<file path="src/rtl/clock_pkg.sv">
// clock_pkg: shared time-of-day field limits, word layout and helpers
package clock_pkg;
  localparam int TF_W = 8;
  localparam logic [TF_W-1:0] HOUR_MAX = 8'd23;
  localparam logic [TF_W-1:0] MIN_MAX = 8'd59;
  localparam logic [TF_W-1:0] SEC_MAX = 8'd59;
  typedef struct packed {
    logic [TF_W-1:0] hour;
    logic [TF_W-1:0] min;
    logic [TF_W-1:0] sec;
  } tod_t;
  function automatic tod_t unpack_tod(input logic [3*TF_W-1:0] w);
    return tod_t'(w);
  endfunction
  function automatic logic [3*TF_W-1:0] pack_tod(input tod_t t);
    return t;
  endfunction
  function automatic logic tod_valid(input tod_t t);
    return t.hour <= HOUR_MAX && t.min <= MIN_MAX && t.sec <= SEC_MAX;
  endfunction
endpackage

</file>
<file path="src/rtl/tick_gen.sv">
// tick_gen: prescaler producing a one-cycle enable every CLK_HZ running cycles
module tick_gen #(
  parameter int CLK_HZ = 50_000_000
) (
  input  logic clk,
  input  logic rst,
  input  logic run,
  input  logic clr,
  output logic sec_en
);
  localparam int CW = $clog2(CLK_HZ);
  localparam logic [CW-1:0] LAST = CW'(CLK_HZ - 1);
  logic [CW-1:0] cnt;
  assign sec_en = run && cnt == LAST;
  // count while running, wrap on the last cycle of the second, clear restarts the second
  always_ff @(posedge clk)
    if (rst || clr) cnt <= '0;
    else if (run) cnt <= sec_en ? '0 : cnt + CW'(1);
endmodule

</file>
<file path="src/rtl/rtc_timekeeper.sv">
// rtc_timekeeper: binary hh:mm:ss counter with load, alarm and 12/24-hour view
module rtc_timekeeper
  import clock_pkg::*;
#(
  parameter int          CLK_HZ    = 50_000_000,
  parameter logic [23:0] INIT_TIME = 24'h000000
) (
  input  logic        clk,
  input  logic        rst,
  input  logic        run,
  input  logic        mode12,
  input  logic        load,
  input  logic [23:0] load_time,
  input  logic        alm_wr,
  input  logic [23:0] alm_time,
  input  logic        alm_en,
  output logic [23:0] data_out,
  output logic [23:0] disp_out,
  output logic        pm,
  output logic        tick,
  output logic        alarm_hit,
  output logic        load_err
);
  tod_t cur, nxt, ld, alm, alm_nxt;
  logic sec_en, ld_ok;
  logic [TF_W-1:0] h12;
  assign ld = unpack_tod(load_time);
  assign ld_ok = load && tod_valid(ld);
  assign alm_nxt = alm_wr ? tod_t'({alm_time[23:8], 8'h00}) : alm;
  tick_gen #(.CLK_HZ(CLK_HZ)) u_tick (
    .clk   (clk),
    .rst   (rst),
    .run   (run),
    .clr   (ld_ok),
    .sec_en(sec_en)
  );
  // next time value; an accepted load takes priority over the second enable
  always_comb begin
    nxt = cur;
    if (ld_ok) nxt = ld;
    else if (sec_en) begin
      nxt.sec  = cur.sec == SEC_MAX ? '0 : cur.sec + 8'd1;
      nxt.min  = cur.sec != SEC_MAX ? cur.min : cur.min == MIN_MAX ? '0 : cur.min + 8'd1;
      nxt.hour = !(cur.sec == SEC_MAX && cur.min == MIN_MAX) ? cur.hour :
                 cur.hour == HOUR_MAX ? '0 : cur.hour + 8'd1;
    end
  end
  // time/alarm registers and status pulses; alarm only fires on a time-changing event
  always_ff @(posedge clk)
    if (rst) begin
      cur       <= unpack_tod(INIT_TIME);
      alm       <= '0;
      tick      <= 1'b0;
      alarm_hit <= 1'b0;
      load_err  <= 1'b0;
    end else begin
      cur       <= nxt;
      alm       <= alm_nxt;
      tick      <= sec_en && !ld_ok;
      alarm_hit <= alm_en && (ld_ok || sec_en) && nxt == alm_nxt;
      load_err  <= load && !ld_ok;
    end
  assign data_out = pack_tod(cur);
  assign pm = cur.hour >= 8'd12;
  assign h12 = cur.hour == '0 ? 8'd12 : cur.hour > 8'd12 ? cur.hour - 8'd12 : cur.hour;
  assign disp_out = mode12 ? {h12, cur.min, cur.sec} : data_out;
endmodule

</file>
<file path="config.mk">
export PLATFORM = sky130hd
export DESIGN_NAME = rtc_timekeeper
export DESIGN_NICKNAME = d
export VERILOG_FILES = /design/src/rtl/clock_pkg.sv /design/src/rtl/tick_gen.sv /design/src/rtl/rtc_timekeeper.sv
export SDC_FILE = /design/constraint.sdc
export NUM_CORES = 1
export LEC_CHECK = 0
export CAP_MARGIN = 20
export CORE_UTILIZATION = 40
export DETAILED_ROUTE_END_ITERATION = 6
export PLACE_DENSITY = 0.66
export REMOVE_ABC_BUFFERS = 1
export SYNTH_ARGS = -nofsm -noshare
export SYNTH_HDL_FRONTEND = slang
export SYNTH_HIERARCHICAL = 1
export SYNTH_SLANG_ARGS = --single-unit
export TNS_END_PERCENT = 10
</file>
<file path="constraint.sdc">
create_clock -name clk -period 4.12 [get_ports clk]
set_clock_uncertainty 0.1 [all_clocks]
set_input_delay 0.618 -clock clk [delete_from_list [all_inputs] [get_ports clk]]
set_output_delay 0.618 -clock clk [all_outputs]
set_load 0.02 [all_outputs]
</file>
==> results of run 1 <==
==> final cells by class <==
cell class                      instances  area share, %
Timing Repair Buffer                  124           18.9
Multi-Input combinational cell        458           47.5
Sequential cell                        77           24.6
Inverter                               13          0.778
Tap cell                              143           2.85
Clock inverter                          6           1.79
Clock buffer                            9           3.59
==> report_power, final <==
group / internal, mW / leakage, nW / switching (mW) / total [mW]
Combinational: 0.0899 / 1.53 / 0.0887 / 0.179
Sequential: 0.757 / 0.624 / 0.00847 / 0.766
Clock: 0.589 / 0.165 / 0.322 / 0.911
Total: 1.44 / 2.32 / 0.419 / 1.86
==> worst min-delay path, cell delays in order (launching register included) <==
cell and delay, ns:
dfxtp_1 0.30, nand2b_1 0.10, nor2_1 0.05
==> per-stage QoR <==
| step | hold WS, ns | setup slack, ns | utilization [%] | power, mW | std cells |
|---|---|---|---|---|---|
| global placement | 0.364 | 0.197 | 51.1 | 0.959 | 815 |
| global route | 0.411 | 0.279 | 54.0 | 1.92 | 830 |
| floorplan | 0.343 | 0.0894 | - | 0.858 | 548 |
| CTS | 0.391 | 0.507 | 54.0 | 1.87 | 830 |
| detailed placement | 0.378 | 0.165 | 51.1 | 0.961 | 815 |
| finish | 0.387 | 0.503 | 54.0 | 1.86 | 830 |
==> registers in the layout (all words and copies together) (netlist names) <==
name        flops
alm            24
data_out       24
tick            1
load_err        1
u_tick/cnt     26
alarm_hit       1
==> worst max path at each step <==
stage | to | slack (ns) | startpoint
5_1_grt | alarm_hit | 0.28 | u_tick/cnt[3]
4_1_cts | alarm_hit | 0.51 | run
6_report | alarm_hit | 0.50 | run
3_5_place_dp | alarm_hit | 0.17 | run
2_1_floorplan | alarm_hit | 0.09 | run
3_3_place_gp | alarm_hit | 0.20 | run
==> metal layers <==
metal	wire (um)	global-route usage, %
met3	757	3.81
met4	411	10.6
met1	6000	27.4
met2	6680	38.6
met5	0	0
==> kinds of logic after synthesis <==
family / after synthesis
and+or+nand+nor: 273
AOI/OAI and AO/OA: 112
DFF: 77
buffers and inverters: 57
xor gates and xnor gates: 39
muxes: 26
adders and majority gates: 8
==> placed cells by master, fill, tap and decap left out, drive strengths merged, types with 4 or more instances in the layout <==
| master | instances |
|---|---|
| or4 | 6 |
| nor2b | 4 |
| o211ai | 5 |
| a31oi | 5 |
| xor2 | 22 |
| nand4 | 23 |
| nand3b | 4 |
| clkbuf | 9 |
| mux2i | 21 |
| and4 | 8 |
| o22ai | 4 |
| nor4 | 12 |
| nor4b | 7 |
| nand2b | 8 |
| xnor2 | 17 |
| nand2 | 39 |
| nor2 | 75 |
| and3 | 11 |
| nand3 | 28 |
| and2 | 10 |
| dfxtp | 77 |
| buf | 26 |
| mux2 | 5 |
| o211a | 4 |
| ha | 8 |
| clkdlybuf4s50 | 98 |
| inv | 13 |
| o21ai | 21 |
| a21oi | 27 |
| nor3 | 21 |
| a211oi | 11 |
| o31ai | 7 |
| or3 | 8 |
==> impl_metrics.json, run 1 <==
{
  "run_status": "complete, but fails checks",
  "violations": "DRC",
  "synth_enable_flop_cells": 0,
  "drv_slew": 0,
  "overflow": 0,
  "slew_headroom_pct": 44.9,
  "cts_buffer_depth": 2,
  "yosys_most_used_dff": "dfxtp_1",
  "end_kind": "flop",
  "worst_ep_required_time_ns": 4.31,
  "synth_xor_xnor_area_share_pct": 7.07,
  "cts_tree": "yes",
  "antenna_cells": 0,
  "clk_latency_ns": 0.35,
  "start_kind": "primary input",
  "gp_congestion": 0.899,
  "syn_area_per_cell_um2": 8.16,
  "via_per_inst": 5.80,
  "clkTransAtPathRegs_ns": 0.06,
  "grt.total_usage_pct": 22.5,
  "place_hpwl_um": 10500,
  "fp-row-count": 39,
  "worst_slew_pin_slew_ns": 0.816,
  "ant_nets": 0,
  "clock_sinks": 77,
  "hold_path.class": "flop to flop",
  "multi_input_area_um2": 2980,
  "synth_top_family_by_area": "simple AND/OR/NAND/NOR gates",
  "nets": 746,
  "critPathMaxFanout": 8,
  "cp_slowest_cell": "clkdlybuf4s50_1",
  "regArea_um2": 1540,
  "ys_top_cells_by_count": "dfxtp_1, nor2_1, nand2_1, nand3_1, a21oi_1",
  "setup_viol": 0,
  "reg2reg_depth": 13,
  "synthTopCellsByArea": "dfxtp_1, nor2_1, mux2i_1, xor2_1, xnor2_1",
  "ctsHoldBuffers": 0,
  "yosys.area_share.simple_pct": 31.0,
  "synth_mux_area_share_pct": 5.52,
  "die_h_um": 112,
  "yosys.cell_types.count": 72,
  "worst-path-buf-inv": 4,
  "synth.most_common_cell": "dfxtp_1",
  "fin_area_um2": 6270,
  "grt_pass1_vias": 4473,
  "hold_path_depth": 2,
  "synth_adder_area_share_pct": 2.07,
  "path_cells": "clkdlybuf4s50_1, and3_1, nand2_1, nor3_1, buf_4, nand4_1, buf_4, nor4_4, buf_4, nand3_2, a2111oi_2, nand4_1, nor4_2, and4_1",
  "crit_path_max_incr_delay_ns": 0.49,
  "postCtsResizedCells": 0,
  "yosysWarnings": 6,
  "cp.arrival_ns": 3.81,
  "final_layout_size_suffix_gt1_share_pct": 9.90,
  "grt_pass1_wl_um": 22200,
  "rsz0062_at_grt": "false",
  "cts_buffers": 9,
  "ys_ff_latch": 77,
  "netlist_area_um2": 4830,
  "path_depth": 14,
  "antenna_found_initial": 0,
  "io_pins": 107,
  "syn_inst": 592,
  "p_per_area_nw_per_um2": 296,
  "seq_area_frac_synth_pct": 31.9,
  "wl_um": 13900,
  "numPortBuffers": 98,
  "tns_ns": 0,
  "root_buffer": "clkbuf_16",
  "timing.rr.start": "u_tick/cnt[3]",
  "vias": 4816,
  "htreeDepth": 3,
  "die_x_um": 112,
  "first_iter_violations": 397,
  "die_area_um2": 12500,
  "coreArea_um2": 11600,
  "post-route-min-period_ns": 3.62,
  "p_leak_nw": 2.32,
  "cap_viol_max_count": 0,
  "synth_top_area_share_pct": 31.9,
  "min_from": "alm[4]",
  "r2r_end": "alarm_hit",
  "wl_per_cell_um": 16.7,
  "yosysTopAreaCell": "dfxtp_1",
  "crit_type": "primary input to flop",
  "post-cts-setup-buffer-count": 0,
  "fmax_mhz": 276,
  "async_flop_share_pct": 0,
  "drc_errors": 1,
  "min_period_over_period_pct": 87.8,
  "grt_max_degree": 48,
  "hold_viol": 0,
  "dpl_cell_area_um2": 5940,
  "ir_drop_mv": 0.164,
  "cpLargestDelayFamily": "simple AND/OR/NAND/NOR gates",
  "synth_compound_area_share_pct": 16.0,
  "regToRegSetupSlack_ns": 0.54,
  "start_util_pct": 41.6,
  "crit_top_cell": "buf_4",
  "area_growth_pct": 29.8,
  "dr.pass1.iters": 7,
  "hold_path_end": "alm[4]",
  "final.fill_count": 1123
}
(Power assumes the default switching activity.)
==> run 2: changes to the inputs <==
Settings changed: CAP_MARGIN 20 to unset, CORE_UTILIZATION 40 to 51, PLACE_DENSITY 0.66 to 0.81.
==> impl_metrics.json, run 2 (synthesis results as in run 1) <==
{
  "ir_drop_mv": 0.219,
  "cts_buffers": 9,
  "clkTransAtPathRegs_ns": 0.08,
  "critPathMaxFanout": 11,
  "ctsHoldBuffers": 0,
  "numPortBuffers": 98,
  "clk_latency_ns": 0.36,
  "final_util_pct": 66.0,
  "grt_pass1_vias": 4664,
  "final.fill_count": 774,
  "dp_cells": 778,
  "rsz0062_at_grt": "false",
  "fp-row-count": 35,
  "start_kind": "flop",
  "fin_ws_ns": 0.478,
  "grt_pass1_wl_um": 22200,
  "min_period_over_period_pct": 88.4,
  "postCtsResizedCells": 0,
  "drv_slew": 0,
  "worst_ep_required_time_ns": 4.33,
  "grt.total_usage_pct": 28.5,
  "run_status": "finished, final reports clean",
  "gp_congestion": 0.925,
  "drc_errors": 0,
  "htreeDepth": 3,
  "die_area_um2": 9870,
  "dr.pass1.iters": 5,
  "io_pins": 107,
  "cts_tree": "yes",
  "cap_viol_max_count": 0,
  "wl_um": 13700,
  "crit_path_max_incr_delay_ns": 0.41,
  "slew_headroom_pct": 56.4,
  "largest_reg_flops": 26,
  "end_kind": "flop",
  "hold_viol": 0,
  "coreArea_um2": 9200,
  "root_buffer": "clkbuf_8",
  "die_h_um": 99.3,
  "hold_path.class": "flop to flop",
  "grt_max_degree": 48,
  "antenna_found_initial": 0,
  "p_leak_nw": 2.24,
  "first_iter_violations": 323,
  "antenna_cells": 0,
  "setup_viol": 0,
  "cpLargestDelayFamily": "simple AND/OR/NAND/NOR gates",
  "finalNonFillerCells": 794,
  "regMostFlops": "u_tick/cnt",
  "place_ws_ns": 0.186,
  "overflow": 0,
  "start_util_pct": 52.5,
  "ant_nets": 0,
  "wl_per_cell_um": 17.3,
  "final_cell_mix": "clkdlybuf4s50_1, dfxtp_1, nor2_1",
  "post-cts-setup-buffer-count": 0,
  "tns_ns": 0,
  "final_layout_size_suffix_gt1_share_pct": 9.37,
  "finalPower_mw": 1.59,
  "worst-path-buf-inv": 2,
  "layout_commonest_cell": "clkdlybuf4s50_1",
  "place_hpwl_um": 10300,
  "post-route-min-period_ns": 3.64,
  "clock_sinks": 77,
  "worst_slew_pin_slew_ns": 0.646,
  "nets": 741,
  "fmax_mhz": 275,
  "cp.arrival_ns": 3.85,
  "cp_slowest_cell": "dfxtp_1",
  "p_per_area_nw_per_um2": 262,
  "die_x_um": 99.3,
  "cts_buffer_depth": 2,
  "via_per_inst": 6.13,
  "area_growth_pct": 25.6,
  "vias": 4865,
  "crit_type": "flop to flop",
  "path_cells": "nor4b_1, nand4_1, nor3_1, buf_4, nand4_1, buf_4, nor4_4, a31oi_1, o21bai_1, nor2b_1, nor4b_1, o221a_1, and4_1"
}
## run 2: changes by cell type in the layout (fill, tap and decap cells not counted), sizes merged
| cell | before | now |
|---|---|---|
| clkbuf | 9 | 10 |
| buf | 26 | 21 |
| clkinvlp | 0 | 1 |
| bufinv | 3 | 2 |
## run 2: area by class of cell
cell class	count	area, um^2	area share (%)
Multi-Input combinational cell	458	2980	49.1
Sequential cell	77	1540	25.4
Timing Repair Buffer	119	1140	18.8
Tap cell	111	139	2.29
Clock buffer	10	138	2.27
Clock inverter	6	86.3	1.42
Inverter	13	48.8	0.804
## run 2: metal layers
metal / vias up / wire (um) / global-route usage, %
li1: 2331 / - / -
met1: 2282 / 5640 / 33.9
met2: 210 / 6720 / 48.5
met3: 42 / 900 / 5.55
met4: 0 / 481 / 15.3
met5: - / 0 / 0
## run 2: power breakdown
| group | switching, mW | leakage [nW] | internal (mW) | total (mW) |
|---|---|---|---|---|
| combinational | 0.0897 | 1.50 | 0.0891 | 0.179 |
| clock | 0.288 | 0.112 | 0.356 | 0.645 |
| sequential | 0.00863 | 0.624 | 0.756 | 0.765 |
## run 2: worst paths after layout
path,end,slack (ns),cells after the start,start
min reg2reg,alm[3],0.39,2,alm[3]
max reg2reg,alarm_hit,0.48,13,u_tick/cnt[18]
max,alarm_hit,0.48,13,u_tick/cnt[18]
min,alm[3],0.39,2,alm[3]
## run 2: per-stage QoR
stage / hold slack (ns) / area (um^2)
CTS: 0.387 / 6070
finish: 0.392 / 6070
global placement: 0.360 / 5850
global route: 0.401 / 6070
detailed placement: 0.373 / 5850
floorplan: 0.343 / 4570
## run 2: worst reg2reg max path, cell delays in order, from the launching register on
cell and delay (ns):
dfxtp_1 0.41, nor4b_1 0.40, nand4_1 0.22, nor3_1 0.26, buf_4 0.23, nand4_1 0.09
buf_4 0.18, nor4_4 0.40, a31oi_1 0.18, o21bai_1 0.20, nor2b_1 0.14, nor4b_1 0.37
o221a_1 0.24, and4_1 0.18
